File: src/rtl/instr_pkg.sv
// Shared definitions for the instruction encoder/loader and the control-unit
// benches: symbolic op IDs, MIPS opcode/funct fields and loader FSM states.
package instr_pkg;

   typedef enum logic [4:0] {
      OP_ADD   = 5'd0,
      OP_ADDU  = 5'd1,
      OP_ADDI  = 5'd2,
      OP_ADDIU = 5'd3,
      OP_SUB   = 5'd4,
      OP_SUBU  = 5'd5,
      OP_AND   = 5'd6,
      OP_ANDI  = 5'd7,
      OP_NOR   = 5'd8,
      OP_OR    = 5'd9,
      OP_ORI   = 5'd10,
      OP_XOR   = 5'd11,
      OP_XORI  = 5'd12,
      OP_SLL   = 5'd13,
      OP_SLLV  = 5'd14,
      OP_SRA   = 5'd15,
      OP_SRAV  = 5'd16,
      OP_SRL   = 5'd17,
      OP_SRLV  = 5'd18,
      OP_BEQ   = 5'd19,
      OP_BNE   = 5'd20,
      OP_SLT   = 5'd21,
      OP_LW    = 5'd22,
      OP_SW    = 5'd23,
      OP_J     = 5'd24,
      OP_JAL   = 5'd25,
      OP_JR    = 5'd26
   } op_id_e;

   // primary opcodes
   localparam logic [5:0] OPC_RTYPE = 6'h00;
   localparam logic [5:0] OPC_J     = 6'h02;
   localparam logic [5:0] OPC_JAL   = 6'h03;
   localparam logic [5:0] OPC_BEQ   = 6'h04;
   localparam logic [5:0] OPC_BNE   = 6'h05;
   localparam logic [5:0] OPC_ADDI  = 6'h08;
   localparam logic [5:0] OPC_ADDIU = 6'h09;
   localparam logic [5:0] OPC_ANDI  = 6'h0C;
   localparam logic [5:0] OPC_ORI   = 6'h0D;
   localparam logic [5:0] OPC_XORI  = 6'h0E;
   localparam logic [5:0] OPC_LW    = 6'h23;
   localparam logic [5:0] OPC_SW    = 6'h2B;

   // R-type function codes
   localparam logic [5:0] FN_SLL  = 6'h00;
   localparam logic [5:0] FN_SRL  = 6'h02;
   localparam logic [5:0] FN_SRA  = 6'h03;
   localparam logic [5:0] FN_SLLV = 6'h04;
   localparam logic [5:0] FN_SRLV = 6'h06;
   localparam logic [5:0] FN_SRAV = 6'h07;
   localparam logic [5:0] FN_JR   = 6'h08;
   localparam logic [5:0] FN_ADD  = 6'h20;
   localparam logic [5:0] FN_ADDU = 6'h21;
   localparam logic [5:0] FN_SUB  = 6'h22;
   localparam logic [5:0] FN_SUBU = 6'h23;
   localparam logic [5:0] FN_AND  = 6'h24;
   localparam logic [5:0] FN_OR   = 6'h25;
   localparam logic [5:0] FN_XOR  = 6'h26;
   localparam logic [5:0] FN_NOR  = 6'h27;
   localparam logic [5:0] FN_SLT  = 6'h2A;

   typedef enum logic [1:0] {
      ST_IDLE  = 2'd0,
      ST_RUN   = 2'd1,
      ST_DRAIN = 2'd2
   } ld_state_e;

   function automatic logic [31:0] pack_r(input logic [4:0] rs, input logic [4:0] rt,
                                          input logic [4:0] rd, input logic [4:0] sh,
                                          input logic [5:0] fn);
      return {OPC_RTYPE, rs, rt, rd, sh, fn};
   endfunction

   function automatic logic [31:0] pack_i(input logic [5:0] opc, input logic [4:0] rs,
                                          input logic [4:0] rt, input logic [15:0] imm);
      return {opc, rs, rt, imm};
   endfunction

   function automatic logic [31:0] pack_j(input logic [5:0] opc, input logic [25:0] tgt);
      return {opc, tgt};
   endfunction

endpackage

File: src/rtl/instr_fifo.sv
// Small synchronous FIFO holding encoded words between the encoder and the
// instruction-memory write port. Head word is visible combinationally.
module instr_fifo
   import instr_pkg::*;
#(
   parameter int DEPTH  = 4,
   parameter int DATA_W = 32
)
(
   input  logic              clk,
   input  logic              reset,
   input  logic              push,
   input  logic [DATA_W-1:0] push_data,
   input  logic              pop,
   output logic [DATA_W-1:0] pop_data,
   output logic              full,
   output logic              empty
);

   localparam int PTR_W = $clog2(DEPTH);
   localparam logic [PTR_W:0] DEPTH_C = (PTR_W+1)'(DEPTH);

   logic [PTR_W-1:0]  wr_ptr_q, wr_ptr_d;
   logic [PTR_W-1:0]  rd_ptr_q, rd_ptr_d;
   logic [PTR_W:0]    count_q, count_d;
   logic [DATA_W-1:0] mem_q [DEPTH];
   logic [DATA_W-1:0] mem_d [DEPTH];
   logic              do_push, do_pop;

   assign full     = (count_q == DEPTH_C);
   assign empty    = (count_q == '0);
   assign pop_data = mem_q[rd_ptr_q];
   assign do_push  = push && !full;
   assign do_pop   = pop && !empty;

   // pointer/occupancy update; pointers wrap because DEPTH is a power of two
   always_comb begin
      wr_ptr_d = wr_ptr_q;
      rd_ptr_d = rd_ptr_q;
      count_d  = count_q;
      mem_d    = mem_q;
      if (do_push) begin
         mem_d[wr_ptr_q] = push_data;
         wr_ptr_d        = wr_ptr_q + 1'b1;
      end
      if (do_pop) begin
         rd_ptr_d = rd_ptr_q + 1'b1;
      end
      case ({do_push, do_pop})
         2'b10:   count_d = count_q + 1'b1;
         2'b01:   count_d = count_q - 1'b1;
         default: count_d = count_q;
      endcase
   end

   // storage and pointer registers
   always_ff @(posedge clk or posedge reset) begin
      if (reset) begin
         wr_ptr_q <= '0;
         rd_ptr_q <= '0;
         count_q  <= '0;
         for (int i = 0; i < DEPTH; i++) begin
            mem_q[i] <= '0;
         end
      end else begin
         wr_ptr_q <= wr_ptr_d;
         rd_ptr_q <= rd_ptr_d;
         count_q  <= count_d;
         mem_q    <= mem_d;
      end
   end

endmodule

File: src/rtl/instr_encoder_loader.sv
// Encodes symbolic instructions into MIPS words and streams them into
// instruction memory at consecutive word addresses.
//
//   state    | meaning
//   ---------+-------------------------------------------------------------
//   ST_IDLE  | waiting for start; no requests accepted
//   ST_RUN   | accepting requests, FIFO drains to memory
//   ST_DRAIN | no new requests; leave (pulse done) once the FIFO is empty
module instr_encoder_loader
   import instr_pkg::*;
#(
   parameter int FIFO_DEPTH = 4,
   parameter int ADDR_W     = 32
)
(
   input  logic              clk,
   input  logic              reset,
   input  logic              start,
   input  logic [ADDR_W-1:0] start_addr,
   input  logic              finish,
   input  logic              in_valid,
   output logic              in_ready,
   input  logic [4:0]        in_opid,
   input  logic [4:0]        in_rs,
   input  logic [4:0]        in_rt,
   input  logic [4:0]        in_rd,
   input  logic [4:0]        in_shamt,
   input  logic [15:0]       in_imm,
   input  logic [25:0]       in_target,
   input  logic              mem_busy,
   output logic              imem_we,
   output logic [ADDR_W-1:0] imem_addr,
   output logic [31:0]       imem_wdata,
   output logic              done,
   output logic              illegal_err,
   output logic [15:0]       word_count
);

   localparam logic [ADDR_W-1:0] ADDR_INC  = ADDR_W'(4);
   localparam logic [ADDR_W-1:0] WORD_MASK = ~ADDR_W'(3);

   ld_state_e         state_q, state_d;
   logic [ADDR_W-1:0] ptr_q, ptr_d;
   logic              imem_we_q, imem_we_d;
   logic [ADDR_W-1:0] imem_addr_q, imem_addr_d;
   logic [31:0]       imem_wdata_q, imem_wdata_d;
   logic              done_q, done_d;
   logic              illegal_err_q, illegal_err_d;
   logic [15:0]       word_count_q, word_count_d;

   logic [31:0]       enc_word;
   logic              enc_legal;
   logic              accept, push, pop, start_go;
   logic              fifo_full, fifo_empty;
   logic [31:0]       fifo_rd_data;

   assign in_ready = (state_q == ST_RUN) && !fifo_full;
   assign accept   = in_valid && in_ready;
   assign push     = accept && enc_legal;
   assign pop      = !fifo_empty && !mem_busy;
   assign start_go = (state_q == ST_IDLE) && start;

   assign imem_we     = imem_we_q;
   assign imem_addr   = imem_addr_q;
   assign imem_wdata  = imem_wdata_q;
   assign done        = done_q;
   assign illegal_err = illegal_err_q;
   assign word_count  = word_count_q;

   instr_fifo #(
      .DEPTH  (FIFO_DEPTH),
      .DATA_W (32)
   ) u_fifo (
      .clk       (clk),
      .reset     (reset),
      .push      (push),
      .push_data (enc_word),
      .pop       (pop),
      .pop_data  (fifo_rd_data),
      .full      (fifo_full),
      .empty     (fifo_empty)
   );

   // op ID -> MIPS word; fields an op does not use are forced to zero
   always_comb begin
      enc_word  = '0;
      enc_legal = 1'b1;
      case (in_opid)
         OP_ADD:   enc_word = pack_r(in_rs, in_rt, in_rd, 5'd0, FN_ADD);
         OP_ADDU:  enc_word = pack_r(in_rs, in_rt, in_rd, 5'd0, FN_ADDU);
         OP_SUB:   enc_word = pack_r(in_rs, in_rt, in_rd, 5'd0, FN_SUB);
         OP_SUBU:  enc_word = pack_r(in_rs, in_rt, in_rd, 5'd0, FN_SUBU);
         OP_AND:   enc_word = pack_r(in_rs, in_rt, in_rd, 5'd0, FN_AND);
         OP_OR:    enc_word = pack_r(in_rs, in_rt, in_rd, 5'd0, FN_OR);
         OP_XOR:   enc_word = pack_r(in_rs, in_rt, in_rd, 5'd0, FN_XOR);
         OP_NOR:   enc_word = pack_r(in_rs, in_rt, in_rd, 5'd0, FN_NOR);
         OP_SLT:   enc_word = pack_r(in_rs, in_rt, in_rd, 5'd0, FN_SLT);
         OP_SLLV:  enc_word = pack_r(in_rs, in_rt, in_rd, 5'd0, FN_SLLV);
         OP_SRLV:  enc_word = pack_r(in_rs, in_rt, in_rd, 5'd0, FN_SRLV);
         OP_SRAV:  enc_word = pack_r(in_rs, in_rt, in_rd, 5'd0, FN_SRAV);
         OP_SLL:   enc_word = pack_r(5'd0, in_rt, in_rd, in_shamt, FN_SLL);
         OP_SRL:   enc_word = pack_r(5'd0, in_rt, in_rd, in_shamt, FN_SRL);
         OP_SRA:   enc_word = pack_r(5'd0, in_rt, in_rd, in_shamt, FN_SRA);
         OP_JR:    enc_word = pack_r(in_rs, 5'd0, 5'd0, 5'd0, FN_JR);
         OP_ADDI:  enc_word = pack_i(OPC_ADDI, in_rs, in_rt, in_imm);
         OP_ADDIU: enc_word = pack_i(OPC_ADDIU, in_rs, in_rt, in_imm);
         OP_ANDI:  enc_word = pack_i(OPC_ANDI, in_rs, in_rt, in_imm);
         OP_ORI:   enc_word = pack_i(OPC_ORI, in_rs, in_rt, in_imm);
         OP_XORI:  enc_word = pack_i(OPC_XORI, in_rs, in_rt, in_imm);
         OP_BEQ:   enc_word = pack_i(OPC_BEQ, in_rs, in_rt, in_imm);
         OP_BNE:   enc_word = pack_i(OPC_BNE, in_rs, in_rt, in_imm);
         OP_LW:    enc_word = pack_i(OPC_LW, in_rs, in_rt, in_imm);
         OP_SW:    enc_word = pack_i(OPC_SW, in_rs, in_rt, in_imm);
         OP_J:     enc_word = pack_j(OPC_J, in_target);
         OP_JAL:   enc_word = pack_j(OPC_JAL, in_target);
         default:  enc_legal = 1'b0;
      endcase
   end

   // sequencing FSM plus write side; the write side runs whenever data is
   // queued, independent of state, so RUN and DRAIN both drain the FIFO
   always_comb begin
      state_d       = state_q;
      done_d        = 1'b0;
      ptr_d         = ptr_q;
      imem_we_d     = 1'b0;
      imem_addr_d   = imem_addr_q;
      imem_wdata_d  = imem_wdata_q;
      illegal_err_d = illegal_err_q;
      word_count_d  = word_count_q;

      case (state_q)
         ST_IDLE:  if (start) state_d = ST_RUN;
         ST_RUN:   if (finish) state_d = ST_DRAIN;
         ST_DRAIN: begin
            // the last write is already registered once the FIFO is empty
            if (fifo_empty) begin
               state_d = ST_IDLE;
               done_d  = 1'b1;
            end
         end
         default:  state_d = ST_IDLE;
      endcase

      if (pop) begin
         imem_we_d    = 1'b1;
         imem_addr_d  = ptr_q;
         imem_wdata_d = fifo_rd_data;
         ptr_d        = ptr_q + ADDR_INC;
         if (word_count_q != 16'hFFFF) begin
            word_count_d = word_count_q + 16'd1;
         end
      end

      if (accept && !enc_legal) begin
         illegal_err_d = 1'b1;
      end

      if (start_go) begin
         ptr_d         = start_addr & WORD_MASK;
         word_count_d  = '0;
         illegal_err_d = 1'b0;
      end
   end

   // state and registered outputs
   always_ff @(posedge clk or posedge reset) begin
      if (reset) begin
         state_q       <= ST_IDLE;
         ptr_q         <= '0;
         imem_we_q     <= 1'b0;
         imem_addr_q   <= '0;
         imem_wdata_q  <= '0;
         done_q        <= 1'b0;
         illegal_err_q <= 1'b0;
         word_count_q  <= '0;
      end else begin
         state_q       <= state_d;
         ptr_q         <= ptr_d;
         imem_we_q     <= imem_we_d;
         imem_addr_q   <= imem_addr_d;
         imem_wdata_q  <= imem_wdata_d;
         done_q        <= done_d;
         illegal_err_q <= illegal_err_d;
         word_count_q  <= word_count_d;
      end
   end

endmodule

File: config.mk
export PLATFORM = sky130hd
export DESIGN_NAME = instr_encoder_loader
export DESIGN_NICKNAME = d
export VERILOG_FILES = /design/src/rtl/instr_pkg.sv /design/src/rtl/instr_fifo.sv /design/src/rtl/instr_encoder_loader.sv
export SDC_FILE = /design/constraint.sdc
export NUM_CORES = 1
export LEC_CHECK = 0
export ABC_AREA = 1
export CAP_MARGIN = 30
export CORE_AREA = 2 2 185 187
export CTS_CLUSTER_DIAMETER = 50
export DETAILED_ROUTE_END_ITERATION = 12
export DIE_AREA = 0 0 187 189
export GPL_TIMING_DRIVEN = 0
export PLACE_DENSITY = 0.72
export SYNTH_ARGS = -nofsm -noshare
export SYNTH_HDL_FRONTEND = slang
export SYNTH_SLANG_ARGS = --single-unit
export TNS_END_PERCENT = 100
File: constraint.sdc
create_clock -name clk -period 15.51 [get_ports clk]
set_clock_uncertainty 0.15 [all_clocks]
set_input_delay 2.3265 -clock clk [delete_from_list [all_inputs] [get_ports clk]]
set_output_delay 2.3265 -clock clk [all_outputs]
set_load 0.02 [all_outputs]
==> results.md, run 1 <==
- Synth area leader: dfrtp_1
- Layout Nets: 2480
- Most frequent cells in the layout: nand2_1 (624), nor2_1 (324), dfrtp_1 (243), o21ai_0 (188), clkdlybuf4s50_1 (170)
- CP max FO: 10
- Post-synth EDFFs: 0
- Finished Cell Area: 18100 um^2
- Area growth syn-to-layout: 22.1%
- FF+latch count, synth: ~240
- CP required: 15.83 ns
- Status: completed
- GRT Total Usage: between 20% and 30%
- Cell breakdown of the critical path: clkdlybuf4s50_1, inv_2, nor2_2, nand3_2, nand3_2, nor2_2, nand3_4, buf_6, nand2_2, ha_1, inv_1, fa_1, o21ai_0
- CTS tree: done
- DR vias/cell: roughly 5.6
- Mean Syn Cell Area: roughly 7 um^2
- Ys flop type: dfrtp_1
- Post-route DRC: 0
- Layout cell share with drive strength beyond 1: 5.58%
- Clock Path Buffers: 3
- CTS buffer count: 28
- Router iterations before antenna repair: 7
- Vias in the first global route: approximately 15000
- CTS Root Cell: clkbuf_16
- Initial antenna violation count: 0
- Die area: 35300 um^2
- Final wirelength: 52100 um
- Mapped cell area: around 15000 um^2
- Yosys cell types: 41
- Slew headroom: between 40% and 50%
- First-pass GRT wire length: 83200 um
- Core ar.: 33300 um^2
- Main area contributors after synthesis: dfrtp_1 (41%), nand2_1 (16%), nor2_1 (8.2%)
- Slowest cell on the critical path: clkdlybuf4s50_1
- Ports: 189
- Final Hold Fails: 0
- RSZ-0062 raised after global routing: false
- Most common cell after layout, fill and taps aside: nand2_1
- Post-CTS Setup Bufs: 0
- FMAX: 188 MHz
- Max-Cap Viols: 0
- Die Ht: around 190 um
- Final period utilization: around a third
- Reg clk slew, reported paths: 0.06 ns
- Least-Margin Pin Slew: 0.856 ns
- CTS H-tree depth: 1
- CP endpoint kind: flop
- WHS: 0.326 ns
- Number of clock sinks: 243
- Synth top area share: 41.1%
- Routed len/inst: 18.4 um
- Clk_lat worst skew: 0.55 ns
- Worst setup SP type: input pin
- PortBufs: 170
- Cells after synthesis: 2162
- Critical path arrival: approximately 5.7 ns
- Util after Layout: a little over half
- Async SR Flop Fraction: 100%
- CP max stage delay: 0.66 ns
- TNS Setup: 0 ns
- Min Tclk post-route: 5.33 ns
- CP Class: input pin to flop
- Leak: 0.00850 uW
- Setup violators final: 0
- Largest net degree at the start of global routing: between 100 and 150
- Sequential fraction of the synthesis area: about two fifths
- Row count: 67
- Tot Pwr: 2980 uW
- Grt ovf: 0
- Initial Utilization: around 44%
- Final Max Tran Viols: 0
- Max IR drop VDD: 0.000131 V
- Initial DRC Count: 1695
- Number of diodes: 0
- Placed Area: 17100 um^2
- Cts repair resizes: 0
- Yosys warns: 0
- Routed via count: 16000
- Hold WC Path Type: flop to flop
- Die Wd: 187 um
- Dpl hpwl: between 30000 and 40000 um
- Pwr Density: 165 nW/um^2
- Hold buffers post-CTS: 0
- ANT nets after route: 0
- Routability cong.: 0.972
[cells in the mapped netlist (6+ instances only)]
library cell and n:
a21oi_1 20, a31oi_1 38, buf_1 20, buf_2 42
buf_4 8, clkbuf_1 84, dfrtp_1 243, ha_1 7
inv_1 138, nand2_1 624, nand3_1 130, nand4_1 151
nor2_1 324, nor2_2 9, nor3_1 26, nor4_1 6
o21ai_0 188, o21ai_1 26, o22ai_1 14, xor2_1 15
[worst paths after layout]
kind	start	endpoint	slack [ns]	cells after the start
min reg2reg	u_fifo.mem_q[73]$_DFFE_PP0P_	u_fifo.mem_q[73]$_DFFE_PP0P_	0.33	2
min	u_fifo.mem_q[73]$_DFFE_PP0P_	u_fifo.mem_q[73]$_DFFE_PP0P_	0.33	2
max	in_opid[0]	u_fifo.count_q[1]$_DFFE_PP0P_	10.18	13
max reg2reg	u_fifo.count_q[0]$_DFFE_PP0P_	u_fifo.count_q[2]$_DFFE_PP0P_	12.63	9
max in group asynchronous	reset	u_fifo.mem_q[110]$_DFFE_PP0P_	11.83	4
min in group asynchronous	reset	ptr_q[5]$_DFFE_PP0P_	2.04	2
[layout make-up]
class / instances / area [um^2]
multi-input cells: 1620 / 7470
repair buffers: 173 / 1760
clock inverters: 10 / 120
inverters: 142 / 541
fillers: 3262 / 15200
plain buffers: 159 / 717
flip-flops and latches: 243 / 6080
well taps: 448 / 561
clock buffers: 37 / 805
[power by group]
| group | internal, uW | leakage, uW | switching, uW |
|---|---|---|---|
| clock | 395 | 0.000453 | 265 |
| combinational | 454 | 0.00492 | 799 |
| sequential | 892 | 0.00312 | 175 |
[state kept, by name, indices dropped and copies added (netlist names)]
signal,flops
u_fifo.mem_q,124
imem_wdata,31
u_fifo.wr_ptr_q,2
done,1
imem_addr,30
word_count,16
illegal_err,1
ptr_q,30
u_fifo.count_q,3
u_fifo.rd_ptr_q,2
state_q,2
imem_we,1
[through the flow]
| step | cells | worst slack, ns |
|---|---|---|
| final | 2832 | 10.18 |
| after global routing | 2832 | 10.04 |
| after CTS | 2832 | 10.27 |
| after detailed placement | 2785 | 9.69 |
| after global placement | 2782 | 3.19 |
| after floorplan | 2164 | 6.36 |
[critical path: cells and delay by family]
kind / cells / cell delay [ns]
buf+inv: 4 / 1.05
compound gates: 1 / 0.14
fa+ha+maj: 2 / 0.63
simple gates: 6 / 1.50
[kinds of logic (layout without fill, tap and decap cells)]
logic type	Yosys count	count (layout)	synth area share [%]
flip-flops	243	243	41.1
other	1	3	0.0254
adder cells (fa/ha/maj)	8	8	0.727
AO/OA/AOI/OAI	299	299	10.8
AND/OR/NAND/NOR	1293	1293	37.9
buffers and inverters	301	521	8.45
XOR/XNOR	17	17	1.01
[layer usage]
layer | up-vias | routed length, um | GRT usage (%)
met1 | 7556 | 22400 | 40.3
met3 | 109 | 4450 | 4.28
li1 | 7519 | - | -
met4 | 0 | 1910 | 11.2
met5 | - | 0 | 0
met2 | 810 | 23400 | 46.8
Power figures use the tool's default switching activity.
==> inputs of run 2 (changes only) <==
--- a/config.mk
+++ b/config.mk
@@ -12,7 +12,7 @@
 export DETAILED_ROUTE_END_ITERATION = 12
 export DIE_AREA = 0 0 187 189
 export GPL_TIMING_DRIVEN = 0
-export PLACE_DENSITY = 0.72
+export PLACE_DENSITY = 0.75
 export SYNTH_ARGS = -nofsm -noshare
 export SYNTH_HDL_FRONTEND = slang
 export SYNTH_SLANG_ARGS = --single-unit
==> constraint.sdc (replaced) <==
create_clock -name clk -period 4.8 [get_ports clk]
set_clock_uncertainty 0.15 [all_clocks]
set_input_delay 0.72 -clock clk [delete_from_list [all_inputs] [get_ports clk]]
set_output_delay 0.72 -clock clk [all_outputs]
set_load 0.02 [all_outputs]
==> run 2 against run 1 <==
Net effect:
- sequential share of layout area down 0.19 points
- clock-buffer cell count up 5
- hold slack about the same
- register-to-register slack worse by 11 ns
- power rose to 3.3 times the previous value
- clock power rose to 3.4 times the previous value
==> results.md, run 2 (same netlist as run 1, synthesis figures left out) <==
- Status: completed
- Hold_sp: u_fifo.mem_q[4]$_DFFE_PP0P_
- Reg2reg path depth: 9
- Worst hold stages: 2
- Reg power frac: 35.4%
- FMAX: 273 MHz
- First-pass GRT wire length: 81600 um
- Pwr Density: 537 nW/um^2
- CP Launch Point: in_opid[4]
- Delay-heaviest family, CP: buffers and inverters
- CTS buffer count: 28
- Router iterations before antenna repair: 6
- Placed Area: 17200 um^2
- Slowest cell on the critical path: clkdlybuf4s50_1
- Hold WC Path Type: flop to flop
- Post-CTS Setup Bufs: 0
- Final Hold Fails: 0
- CP max stage delay: roughly 0.61 ns
- Clock power frac: 22.8%
- Largest net degree at the start of global routing: 44
- Finished Cell Area: 18200 um^2
- Hold buffers post-CTS: 0
- Final period utilization: 76.3%
- Slew headroom: a little under half
- Grt ovf: 0
- Most frequent cells in the layout: nand2_1 (624), nor2_1 (324), dfrtp_1 (243), o21ai_0 (188), clkdlybuf4s50_1 (170)
- Layout Nets: 2483
- CTS Root Cell: clkbuf_16
- Reg clk slew, reported paths: 0.06 ns
- Die Ht: approximately 190 um
- Ports: 189
- Core ar.: 33300 um^2
- Worst setup SP type: input pin
- Most flops, register: u_fifo.mem_q
- Inst Count DP: between 2000 and 3000
- TNS Setup: 0 ns
- Routed len/inst: 18.3 um
- Internal: 5690 uW
- Dpl hpwl: 37700 um
- Die Wd: 187 um
- CP Class: input pin to flop
- Clk_lat worst skew: 0.55 ns
- Filler Cells Inserted: 3206
- Max IR drop VDD: between 0.0004 and 0.0005 V
- Pre-CTS setup slack: approximately 0.67 ns
- Final Max Tran Viols: 0
- Crit path depth: 16
- CTS tree: done
- Layout cell share with drive strength beyond 1: 5.73%
- WP buf/inv: 5
- Post-route DRC: 0
- Number of clock sinks: 243
- CP endpoint kind: flop
- Fin cells: 2839
- Most common cell after layout, fill and taps aside: nand2_1
- ANT nets after route: 0
- Cell breakdown of the critical path: clkdlybuf4s50_1, buf_4, nand3_1, nand2_1, inv_1, nand2_1, nor2_2, nand3_4, buf_6, nand2_2, ha_1, inv_1, fa_1, a21oi_1, o21ai_0, xnor2_1
- Final wirelength: approximately 52000 um
- Routability cong.: ~0.98
- DR vias/cell: 5.59
- Clock Path Buffers: 3
- Critical path arrival: 3.93 ns
- Util after Layout: 54.5%
- CP required: 5.07 ns
- Initial Utilization: 44.4%
- CP max FO: 10
- Die area: 35300 um^2
- Setup violators final: 0
- Switching part of the total: 41.6%
- Setup ws final: around 1.1 ns
- Max-Cap Viols: 0
- Routed via count: 15900
- Cts repair resizes: 0
- Min Tclk post-route: 3.66 ns
- Vias in the first global route: 14900
- CTS H-tree depth: 1
- Initial DRC Count: about 1600
- Logic pwr share: 41.9%
- Switch Pwr: 4060 uW
- Initial antenna violation count: 1
- RSZ-0062 raised after global routing: false
- Largest register FFs: about 120
- GRT Total Usage: 28.7%
- Least-Margin Pin Slew: 0.815 ns
- RR Startpoint: u_fifo.count_q[0]$_DFFE_PP0P_
- Row count: 67
- Leak: approximately 0.0085 uW
- PortBufs: 170
- Number of diodes: 0
- Area growth syn-to-layout: 22.7%
## run 2: cell count changes in the layout (fill, tap and decap cells not counted), sizes merged
cell	previous run	this run
inv	142	143
clkinv	6	3
clkinvlp	2	3
clkbuf	121	126
buf	78	81
## run 2: layout make-up
| class | instances | area [um^2] | share of cell area (%) |
|---|---|---|---|
| plain buffers | 159 | 717 | 3.95 |
| clock inverters | 9 | 115 | 0.634 |
| inverters | 142 | 537 | 2.96 |
| flip-flops and latches | 243 | 6080 | 33.5 |
| well taps | 448 | 561 | 3.09 |
| repair buffers | 176 | 1820 | 10.0 |
| clock buffers | 42 | 855 | 4.71 |
| multi-input cells | 1620 | 7470 | 41.1 |
## run 2: final timing paths
kind	to	slack [ns]
max	u_fifo.count_q[2]$_DFFE_PP0P_	1.14
min	u_fifo.mem_q[4]$_DFFE_PP0P_	0.33
max reg2reg	u_fifo.count_q[2]$_DFFE_PP0P_	1.84
min reg2reg	u_fifo.mem_q[4]$_DFFE_PP0P_	0.33
max in group asynchronous	u_fifo.mem_q[11]$_DFFE_PP0P_	2.90
min in group asynchronous	ptr_q[6]$_DFFE_PP0P_	0.48
## run 2: tightest hold or removal path, stage by stage, from the launching register on
cell     delay [ns]
dfrtp_1        0.34
nand2_1        0.05
nand2_1        0.05
## run 2: metrics by stage
| step | hold WS, ns | total power (uW) |
|---|---|---|
| after floorplan | 0.294 | 5830 |
| after global placement | 0.307 | 7350 |
| after detailed placement | 0.313 | 7470 |
| after CTS | 0.328 | 9710 |
| after global routing | 0.340 | 10400 |
| final | 0.326 | 9750 |
## run 2: power groups by stage
stage,Sequential (uW),Combinational (uW),Clock (uW)
2_1_floorplan,3650,2180,0
3_3_place_gp,3430,3920,0
3_5_place_dp,3450,4020,0
4_1_cts,3430,4050,2230
5_1_grt,3540,4490,2320
6_report,3450,4090,2220
## run 2: routing by layer
layer	up-vias	share of wire, %	GRT usage (%)
li1	7544	-	-
met1	7438	43	39.5
met2	776	44	45.7
met3	121	8.7	4.67
met4	2	4.0	10.3
met5	-	0.013	0
